==> config.mk <==
export PLATFORM = sky130hd
export DESIGN_NAME = router_pkt_tx
export DESIGN_NICKNAME = d
export VERILOG_FILES = /design/src/rtl/router_pkg.sv /design/src/rtl/router_tx_buf.sv /design/src/rtl/router_pkt_tx.sv
export SDC_FILE = /design/constraint.sdc
export NUM_CORES = 1
export LEC_CHECK = 0
export ABC_AREA = 1
export BUFFER_PORTS_ARGS = -buffer_cell sky130_fd_sc_hd__buf_2
export CAP_MARGIN = 20
export CORE_AREA = 2 2 181 228
export CTS_BUF_LIST = sky130_fd_sc_hd__clkbuf_16
export CTS_CLUSTER_SIZE = 40
export DETAILED_ROUTE_END_ITERATION = 10
export DIE_AREA = 0 0 183 230
export PLACE_DENSITY = 0.76
export SETUP_SLACK_MARGIN = 0.5
export SYNTH_ARGS = -nofsm -noshare
export SYNTH_HDL_FRONTEND = slang
export SYNTH_HIERARCHICAL = 1
export SYNTH_SLANG_ARGS = --single-unit
==> constraint.sdc <==
create_clock -name clk -period 2.68 [get_ports clk]
set_clock_uncertainty 0.1 [all_clocks]
set_input_delay 0.536 -clock clk [delete_from_list [all_inputs] [get_ports clk]]
set_output_delay 0.536 -clock clk [all_outputs]
set_load 0.01 [all_outputs]
==> src/rtl/router_pkg.sv <==
// Shared definitions for the router packet transmitter: header field widths,
// address/length limits, FSM state encoding and small header helpers.
package router_pkg;

    localparam int LEN_W     = 6;
    localparam int ADDR_W    = 2;
    localparam int DATA_W    = 8;
    localparam int MAX_LEN   = 63;
    localparam int BUF_DEPTH = MAX_LEN + 1;
    localparam int PTR_W     = 6;

    localparam logic [ADDR_W-1:0] ADDR_INVALID = 2'b11;

    typedef enum logic [2:0] {
        S_IDLE    = 3'd0,
        S_LOAD    = 3'd1,
        S_HEADER  = 3'd2,
        S_PAYLOAD = 3'd3,
        S_PARITY  = 3'd4,
        S_DONE    = 3'd5
    } tx_state_e;

    function automatic logic req_ok(input logic [ADDR_W-1:0] d, input logic [LEN_W-1:0] l);
        return (d != ADDR_INVALID) && (l != {LEN_W{1'b0}});
    endfunction

    // Header byte doubles as the parity seed, so both use this packing.
    function automatic logic [DATA_W-1:0] hdr_byte(input logic [LEN_W-1:0] l, input logic [ADDR_W-1:0] d);
        return {l, d};
    endfunction

endpackage

==> src/rtl/router_tx_buf.sv <==
// 64x8 single-clock payload buffer with write/read pointers and a synchronous
// pointer clear. Read data is the entry at the current read pointer.
module router_tx_buf
    import router_pkg::*;
(
    input  logic              clk,
    input  logic              clr,
    input  logic              wr_en,
    input  logic [DATA_W-1:0] wr_data,
    input  logic              rd_en,
    output logic [DATA_W-1:0] rd_data,
    output logic [PTR_W-1:0]  wr_ptr,
    output logic [PTR_W-1:0]  rd_ptr
);

    logic [DATA_W-1:0] mem_q [BUF_DEPTH];
    logic [PTR_W-1:0]  wr_ptr_q, wr_ptr_d;
    logic [PTR_W-1:0]  rd_ptr_q, rd_ptr_d;

    // Pointer next-state; clear wins over any access.
    always_comb begin
        wr_ptr_d = wr_ptr_q;
        rd_ptr_d = rd_ptr_q;
        if (clr) begin
            wr_ptr_d = {PTR_W{1'b0}};
            rd_ptr_d = {PTR_W{1'b0}};
        end else begin
            if (wr_en) begin
                wr_ptr_d = wr_ptr_q + 6'd1;
            end else begin
                wr_ptr_d = wr_ptr_q;
            end
            if (rd_en) begin
                rd_ptr_d = rd_ptr_q + 6'd1;
            end else begin
                rd_ptr_d = rd_ptr_q;
            end
        end
    end

    // Pointer registers.
    always_ff @(posedge clk) begin
        wr_ptr_q <= wr_ptr_d;
        rd_ptr_q <= rd_ptr_d;
    end

    // Storage array; contents need no reset because pointers gate all reads.
    always_ff @(posedge clk) begin
        if (wr_en) begin
            mem_q[wr_ptr_q] <= wr_data;
        end
    end

    assign rd_data = mem_q[rd_ptr_q];
    assign wr_ptr  = wr_ptr_q;
    assign rd_ptr  = rd_ptr_q;

endmodule

==> src/rtl/router_pkt_tx.sv <==
// Router packet transmitter: buffers a payload, then emits header, payload and
// XOR parity byte. ROUTER_TX_PARITY_INJ_EN enables parity bit-0 corruption via inj_err.
module router_pkt_tx
    import router_pkg::*;
(
    input  logic              clk,
    input  logic              rst,
    input  logic              start,
    input  logic [ADDR_W-1:0] dest,
    input  logic [LEN_W-1:0]  len,
    input  logic [DATA_W-1:0] pl_data,
    input  logic              pl_valid,
    output logic              pl_ready,
    input  logic              busy,
    output logic [DATA_W-1:0] data,
    output logic              pkt_valid,
    output logic              tx_busy,
    output logic              done,
    output logic              err,
    input  logic              inj_err
);

    tx_state_e         state_q, state_d;
    logic [ADDR_W-1:0] dest_q, dest_d;
    logic [LEN_W-1:0]  len_q, len_d;
    logic [DATA_W-1:0] par_q, par_d;
    logic [DATA_W-1:0] data_q, data_d;
    logic              pkt_valid_q, pkt_valid_d;
    logic              pl_ready_q, pl_ready_d;
    logic              tx_busy_q, tx_busy_d;
    logic              done_q, done_d;
    logic              err_q, err_d;

    logic              buf_wr_s, buf_rd_s, buf_clr_s;
    logic [DATA_W-1:0] buf_rd_data_s;
    logic [PTR_W-1:0]  buf_wr_ptr_s, buf_rd_ptr_s;
    logic [DATA_W-1:0] par_out_s;

`ifdef ROUTER_TX_PARITY_INJ_EN
    assign par_out_s = par_q ^ {7'b0000000, inj_err};
`else
    logic unused_inj_s;
    assign unused_inj_s = inj_err;
    assign par_out_s    = par_q;
`endif

    assign buf_clr_s = rst | (state_q == S_IDLE);

    router_tx_buf u_buf (
        .clk     (clk),
        .clr     (buf_clr_s),
        .wr_en   (buf_wr_s),
        .wr_data (pl_data),
        .rd_en   (buf_rd_s),
        .rd_data (buf_rd_data_s),
        .wr_ptr  (buf_wr_ptr_s),
        .rd_ptr  (buf_rd_ptr_s)
    );

    // Next-state and registered-output computation.
    always_comb begin
        state_d     = state_q;
        dest_d      = dest_q;
        len_d       = len_q;
        par_d       = par_q;
        data_d      = data_q;
        pkt_valid_d = pkt_valid_q;
        pl_ready_d  = 1'b0;
        done_d      = 1'b0;
        err_d       = 1'b0;
        buf_wr_s    = 1'b0;
        buf_rd_s    = 1'b0;
        case (state_q)
            S_IDLE: begin
                data_d      = 8'h00;
                pkt_valid_d = 1'b0;
                if (start && req_ok(dest, len)) begin
                    state_d    = S_LOAD;
                    dest_d     = dest;
                    len_d      = len;
                    par_d      = hdr_byte(len, dest);
                    pl_ready_d = 1'b1;
                end else begin
                    err_d = start;
                end
            end
            S_LOAD: begin
                pl_ready_d = 1'b1;
                if (pl_valid && pl_ready_q) begin
                    buf_wr_s = 1'b1;
                    par_d    = par_q ^ pl_data;
                    if (buf_wr_ptr_s == len_q - 6'd1) begin
                        state_d     = S_HEADER;
                        pl_ready_d  = 1'b0;
                        data_d      = hdr_byte(len_q, dest_q);
                        pkt_valid_d = 1'b1;
                    end else begin
                        state_d = S_LOAD;
                    end
                end else begin
                    state_d = S_LOAD;
                end
            end
            S_HEADER: begin
                if (!busy) begin
                    state_d  = S_PAYLOAD;
                    data_d   = buf_rd_data_s;
                    buf_rd_s = 1'b1;
                end else begin
                    state_d = S_HEADER;
                end
            end
            S_PAYLOAD: begin
                // rd_ptr equals len once the final payload byte is on data.
                if (!busy) begin
                    if (buf_rd_ptr_s == len_q) begin
                        state_d     = S_PARITY;
                        data_d      = par_out_s;
                        pkt_valid_d = 1'b0;
                    end else begin
                        data_d   = buf_rd_data_s;
                        buf_rd_s = 1'b1;
                    end
                end else begin
                    state_d = S_PAYLOAD;
                end
            end
            S_PARITY: begin
                if (!busy) begin
                    state_d = S_DONE;
                    data_d  = 8'h00;
                    done_d  = 1'b1;
                end else begin
                    state_d = S_PARITY;
                end
            end
            S_DONE: begin
                state_d     = S_IDLE;
                data_d      = 8'h00;
                pkt_valid_d = 1'b0;
            end
            default: begin
                state_d     = S_IDLE;
                data_d      = 8'h00;
                pkt_valid_d = 1'b0;
            end
        endcase
        tx_busy_d = (state_d != S_IDLE);
    end

    // State and output registers with synchronous reset.
    always_ff @(posedge clk) begin
        if (rst) begin
            state_q     <= S_IDLE;
            dest_q      <= 2'b00;
            len_q       <= 6'd0;
            par_q       <= 8'h00;
            data_q      <= 8'h00;
            pkt_valid_q <= 1'b0;
            pl_ready_q  <= 1'b0;
            tx_busy_q   <= 1'b0;
            done_q      <= 1'b0;
            err_q       <= 1'b0;
        end else begin
            state_q     <= state_d;
            dest_q      <= dest_d;
            len_q       <= len_d;
            par_q       <= par_d;
            data_q      <= data_d;
            pkt_valid_q <= pkt_valid_d;
            pl_ready_q  <= pl_ready_d;
            tx_busy_q   <= tx_busy_d;
            done_q      <= done_d;
            err_q       <= err_d;
        end
    end

    assign data      = data_q;
    assign pkt_valid = pkt_valid_q;
    assign pl_ready  = pl_ready_q;
    assign tx_busy   = tx_busy_q;
    assign done      = done_q;
    assign err       = err_q;

endmodule

; ---- Yosys cells after proc, flatten, opt, wreduce, memory -nomap -nowiden
; Memory sizes are Yosys's and may differ from the RTL's. A register that Yosys moved wholly into a read port is not among the register bits.
; Cells that the tools add are included.
; W data, S select, Z words.
[word_totals]
register_bits = 44
latch_bits = 0
ram_bits = 512
mem_bits_ro = 0
inputBits = 22
output_inout_bits = 13
elab_cells = 86
mem_count = 1
[mem_list]
columns = memory, depth, word_bits, read_ports, rd_ports_with_merged_regs, wr, line_no
row1 = u_buf.mem_q, 64, 8, 1, 1, 1, router_tx_buf.sv:16  ; logic [DATA_W-1:0] mem_q [BUF_DEPTH];
[op_classes]
addsub = 3
n_mul = 0
div_mod_pow = 0
magnitude_cmp = 0
n_eq_ne = 14
n_shift = 0
n_mux = 37
n_bitwise = 5
n_reduce_logical = 14
[op_table]
columns = cell, n
row1 = $mux W8, 8
row2 = $pmux W8 S4, 1
row3 = $mux W1, 16
row4 = $pmux W8 S2, 1
row5 = $pmux W3 S5, 1
row6 = $ne A2 B2 Y1 const B, 7
row7 = $add A6 B1 Y6 const B, 2
row8 = $eq A6 B6 Y1, 2
row9 = $mux W3, 4
row10 = $mux W6, 2
row11 = $reduce_and A5 Y1, 2
row12 = $xor A8 B8 Y8, 1
row13 = $eq A3 B2 Y1 const B, 2
row14 = $reduce_bool A6 Y1, 1
row15 = $sub A6 B1 Y6 const B, 1
row16 = $pmux W1 S2, 2
row17 = $reduce_or A2 Y1, 2
row18 = $eq A3 B1 Y1 const B, 1
row19 = $eq A3 B3 Y1 const B, 1
row20 = $logic_and A1 B1 Y1, 3
row21 = $logic_not A3 Y1, 1
row22 = $not A1 Y1, 3
row23 = $pmux W1 S3, 1
row24 = $reduce_and A3 Y1, 1
row25 = other kinds (7), 7

; ---- Depth between registers and ports, before layout
[depth]
ltp_word = 6
mapped_depth = 16
depth_no_buf = 14

; ---- Cells and area by module
; The synthesis kept the hierarchy.
[by_module_without_submodules]
columns = mod, instances, cells_per_inst, area_each_um2, seq_area_each_um2
row1 = router_tx_buf, 1, 1875, 21740.9, 15735.1
row2 = router_pkt_tx, 1, 321, 1959.4, 640.6

; ---- Least setup slack after synthesis
; OpenSTA, ideal clock, no wires.
[synth_path]
path_kind = input -> register
start = in pl_valid
end = mem u_buf.mem_q[55][0], enable pin
setup_time_ps = 383
arrival_ps = 1840
required_ps = 2197
slack_ps = 357
path_stages = 5
n_path_buf = 1
path_cell_list = nand2_1 nor2_1 buf_1 nand3_1 nor3_1
[synth_via]
elab_chain_len = 5
[synth_rtl]
columns = element, line_no
row1 = from (decl), router_pkt_tx.sv:12  ; input logic pl_valid,
row2 = $logic_and A1 B1 Y1, router_pkt_tx.sv:89  ; if (pl_valid && pl_ready_q) begin
row3 = $mux W1, router_pkt_tx.sv:89
row4 = $mux W1, router_pkt_tx.sv:73  ; case (state_q)
row5 = named net buf_wr_s, router_pkt_tx.sv:34  ; logic buf_wr_s, buf_rd_s, buf_clr_s;
row6 = $mux W1, router_tx_buf.sv:49  ; if (wr_en) begin
row7 = $mux W1 (not written as such), router_tx_buf.sv:50  ; mem_q[wr_ptr_q] <= wr_data;
row8 = to (decl), router_tx_buf.sv:16
; The timed path passes the listed nets, and every way through them passes these cells.

==> flow_summary_export.csv <==
group,metric,value,unit
critical_path,r2r_cells,16,
floorplan,die_area,42090,µm²
sta,slew_viol_final,0,
pwr,p_leak,10.38,nW
hold_path,hold_path.startpoint,"busy",
global_routing,antenna_found_initial,0,
routing,ant_nets,0,
synthesis,async_flop_share,0,%
sta,fmax,0.4352,GHz
placed_design,place_inst,2727,
floorplan,die_y,230,µm
synthesis,yosysWarnings,6,
synthesis,synthCells,2196,
clock_network,clockBufferDepth,3,
sta,tightest_slew,0.8743,ns
synthesis,yosysSeqAreaShare,69.10,%
critical_path,cp_slowest_stage_delay,0.38,ns
synthesis,syn_nets,2221,
status,status,"finished clean",
critical_path,r2r-end,"data[2]",
finish,drive_above_1_share,17.44,%
clock_network,path_clk_slew,0.07,ns
sta,final.min_clock_period,2.298,ns
critical_path,crit_path_end_kind,"flip-flop",
clock_network,numCtsBuffers,49,
finish,diodes,0,
routing,vias,17435,
routing,drtPass1Iterations,7,
routing,drc,0,
placed_design,dp_hpwl,35.91,mm
clock_network,cts_tree,"done",
pwr,peakVddDrop,0.6024,mV
clock_network,htree_num_levels,2,
floorplan,ioPinCount,35,
routing,wl_per_cell,22.76,µm
synthesis,synth_edf_count,512,
synthesis,synth_ff_type,"edfxtp_1",
critical_path,critPathTopFamily,"simple AND/OR/NAND/NOR gates",
critical_path,crit_buf_inv,4,
sta,fin_tns_setup,0,ns
synthesis,mappedNetlistArea,23700,µm²
clock_network,clk_latency,0.58,ns
synthesis,ys_seq_elements,562,
critical_path,crit_slowest_cell,"dfxtp_4",
sta,post-route-period-util,85.74,%
flow_run,drv_cap,0,
finish,area_growth,17.05,%
sta,rsz0062_at_grt,"true",
synthesis,ys_types,36,
clock_network,cts-root-buf,"clkbuf_16",
floorplan,start_util,59.54,%
global_routing,grt_usage,29.44,%
placed_design,gp_congestion,0.9221,
placed_design,io_buffers,33,
critical_path,rrSetupSlack,0.38,ns
clock_network,hold_buffers,0,
synthesis,avgSynthCellArea,10.79,µm²
critical_path,crit_chain,"buf_12 > clkinv_16 > buf_8 > buf_6 > nand2_1 > nand3_1 > nand3_2 > nand2_2 > nand2_2 > nand3_2 > nand3_2 > nand2_2 > nand2_2 > nand3_2 > nor2_1 > nor2_1",
routing,wl,64.73,mm
hold_path,holdPathStages,2,
finish,nNetsFinal,2327,
routing,via_per_inst,6.130,
pwr,power_per_cell_area,625.3,nW/µm²
hold_path,min_path_type,"in -> reg",
sta,finalSetupViolations,0,
hold_path,hold_path_end,"done",
floorplan,row_count,82,
global_routing,grt_max_degree,72,
sta,slew_headroom,41.65,%
floorplan,core,39810,µm²
finish,final_common_cell,"nand2_1",
global_routing,grt_pass1_wl,93.56,mm
global_routing,grt_overflow,0,
critical_path,start_kind,"flip-flop",
sta,hold_violations,0,
critical_path,cp_max_fo,7,
placed_design,dp_slack,0.2072,ns
finish,finalNonFillerCells,2844,
sta,worst_slack,0.3821,ns
finish,final_cell_mix,"728 x nand2_1, 512 x edfxtp_1, 383 x nand3_1",
sta,timing.hold.ws,0.09772,ns
floorplan,chipWidth,183,µm
routing,first_iter_violations,2245,
clock_network,clock_sinks,562,
critical_path,criticalPathCategory,"reg -> reg",
critical_path,cp.arrival,2.67,ns
global_routing,grt_pass1_vias,16931,
critical_path,crit_required,3.06,ns
report_power, final:
part	switching (mW)	internal (mW)
sequential	0.0512	9.61
combinational	0.452	0.192
clock	3.04	4.01
total	3.54	13.8
kinds of logic (layout without fill, tap and decap cells):
| family | after synthesis | count (layout) | synth area share (%) |
|---|---|---|---|
| mux | 1 | 1 | 0.04224 |
| fa+ha+maj | 3 | 3 | 0.1584 |
| xor+xnor | 7 | 7 | 0.2587 |
| simple gates | 1385 | 1386 | 24.80 |
| buf+inv | 186 | 329 | 4.472 |
| flops | 562 | 562 | 69.10 |
| compound gates | 52 | 52 | 1.172 |
worst register-to-register path, cell delays in order (launching register included):
cell and delay [ns]:
dfxtp_4 0.38, buf_12 0.18, clkinv_16 0.13, buf_8 0.16
buf_6 0.14, nand2_1 0.06, nand3_1 0.13, nand3_2 0.12
nand2_2 0.06, nand2_2 0.10, nand3_2 0.10, nand3_2 0.09
nand2_2 0.10, nand2_2 0.08, nand3_2 0.09, nor2_1 0.12
nor2_1 0.05
how the worst max path moves through the flow:
stage / end / slack (ns) / depth (start not counted)
6_report: data[2] / 0.38 / 16
5_1_grt: data[1] / 0.26 / 15
4_1_cts: data[5] / 0.47 / 12
3_5_place_dp: u_buf/mem_q[62][6] / 0.21 / 9
3_3_place_gp: u_buf/mem_q[60][4] / 0.19 / 9
2_1_floorplan: u_buf/mem_q[51][0] / 0.41 / 5
timing repair:
| item | CTS | global route |
|---|---|---|
| buffers inserted | 8 | 1 |
| gates resized for setup | 56 | 150 |
| gates cloned | 8 | 11 |
| setup endpoints to repair | 210 | 254 |
| pin swaps | 7 | 61 |
registers in the layout, summed over array words and instances, names as in the netlist, named ones only:
name and cells:
u_buf/wr_ptr 6, u_buf/rd_ptr 6, pl_ready 1, tx_busy 1
len_q 6, dest_q 2, err 1, data 8
done 1, u_buf/mem_q 512, state_q 3, pkt_valid 1
par_out_s 8
metrics by stage:
| step | util [%] | instance area, µm² | total power [mW] |
|---|---|---|---|
| after global placement | 62.25 | 24780 | 10.42 |
| after detailed placement | 62.25 | 24780 | 10.44 |
| after global routing | 69.69 | 27740 | 17.74 |
| final | 69.69 | 27740 | 17.35 |
| after floorplan | - | 23710 | 10.15 |
| after CTS | 67.54 | 26890 | 17.32 |
routing by layer:
metal,global-route usage (%),vias up,routed length (µm)
met4,17.08,0,3916
li1,-,7771,-
met2,49.61,1144,32000
met3,4.498,247,6330
met1,36.25,8273,22480
met5,0,-,0
cell type report:
| class | instances | area, µm² |
|---|---|---|
| Timing Repair inverter | 2 | 25.02 |
| Multi-Input combinational cell | 1449 | 6945 |
| Sequential cell | 562 | 16400 |
| Timing Repair Buffer | 172 | 1867 |
| Clock buffer | 51 | 1276 |
| Inverter | 66 | 281.5 |
| Tap cell | 504 | 630.6 |
| Clock inverter | 38 | 319.1 |
| Fill cell | 2586 | 12070 |
synth_stat cells, types with 3 or more instances:
master | instances | area (µm²)
nor3b_1 | 5 | 37.54
o21ai_0 | 17 | 85.08
a21oi_1 | 24 | 120.1
a211oi_1 | 4 | 30.03
dfxtp_1 | 50 | 1001
or2_2 | 3 | 18.77
clkbuf_1 | 12 | 45.04
buf_2 | 47 | 235.2
nand4_1 | 4 | 25.02
xnor2_1 | 4 | 35.03
a31oi_1 | 4 | 25.02
nor2_1 | 116 | 435.4
inv_2 | 4 | 15.01
buf_6 | 25 | 281.5
inv_1 | 61 | 229.0
nor3_1 | 11 | 55.05
buf_1 | 14 | 52.55
ha_1 | 3 | 37.54
nand3_1 | 460 | 2302
xor2_1 | 3 | 26.28
edfxtp_1 | 512 | 15370
nand2_1 | 775 | 2909
buf_4 | 18 | 135.1
Power figures use the tool's default switching activity.
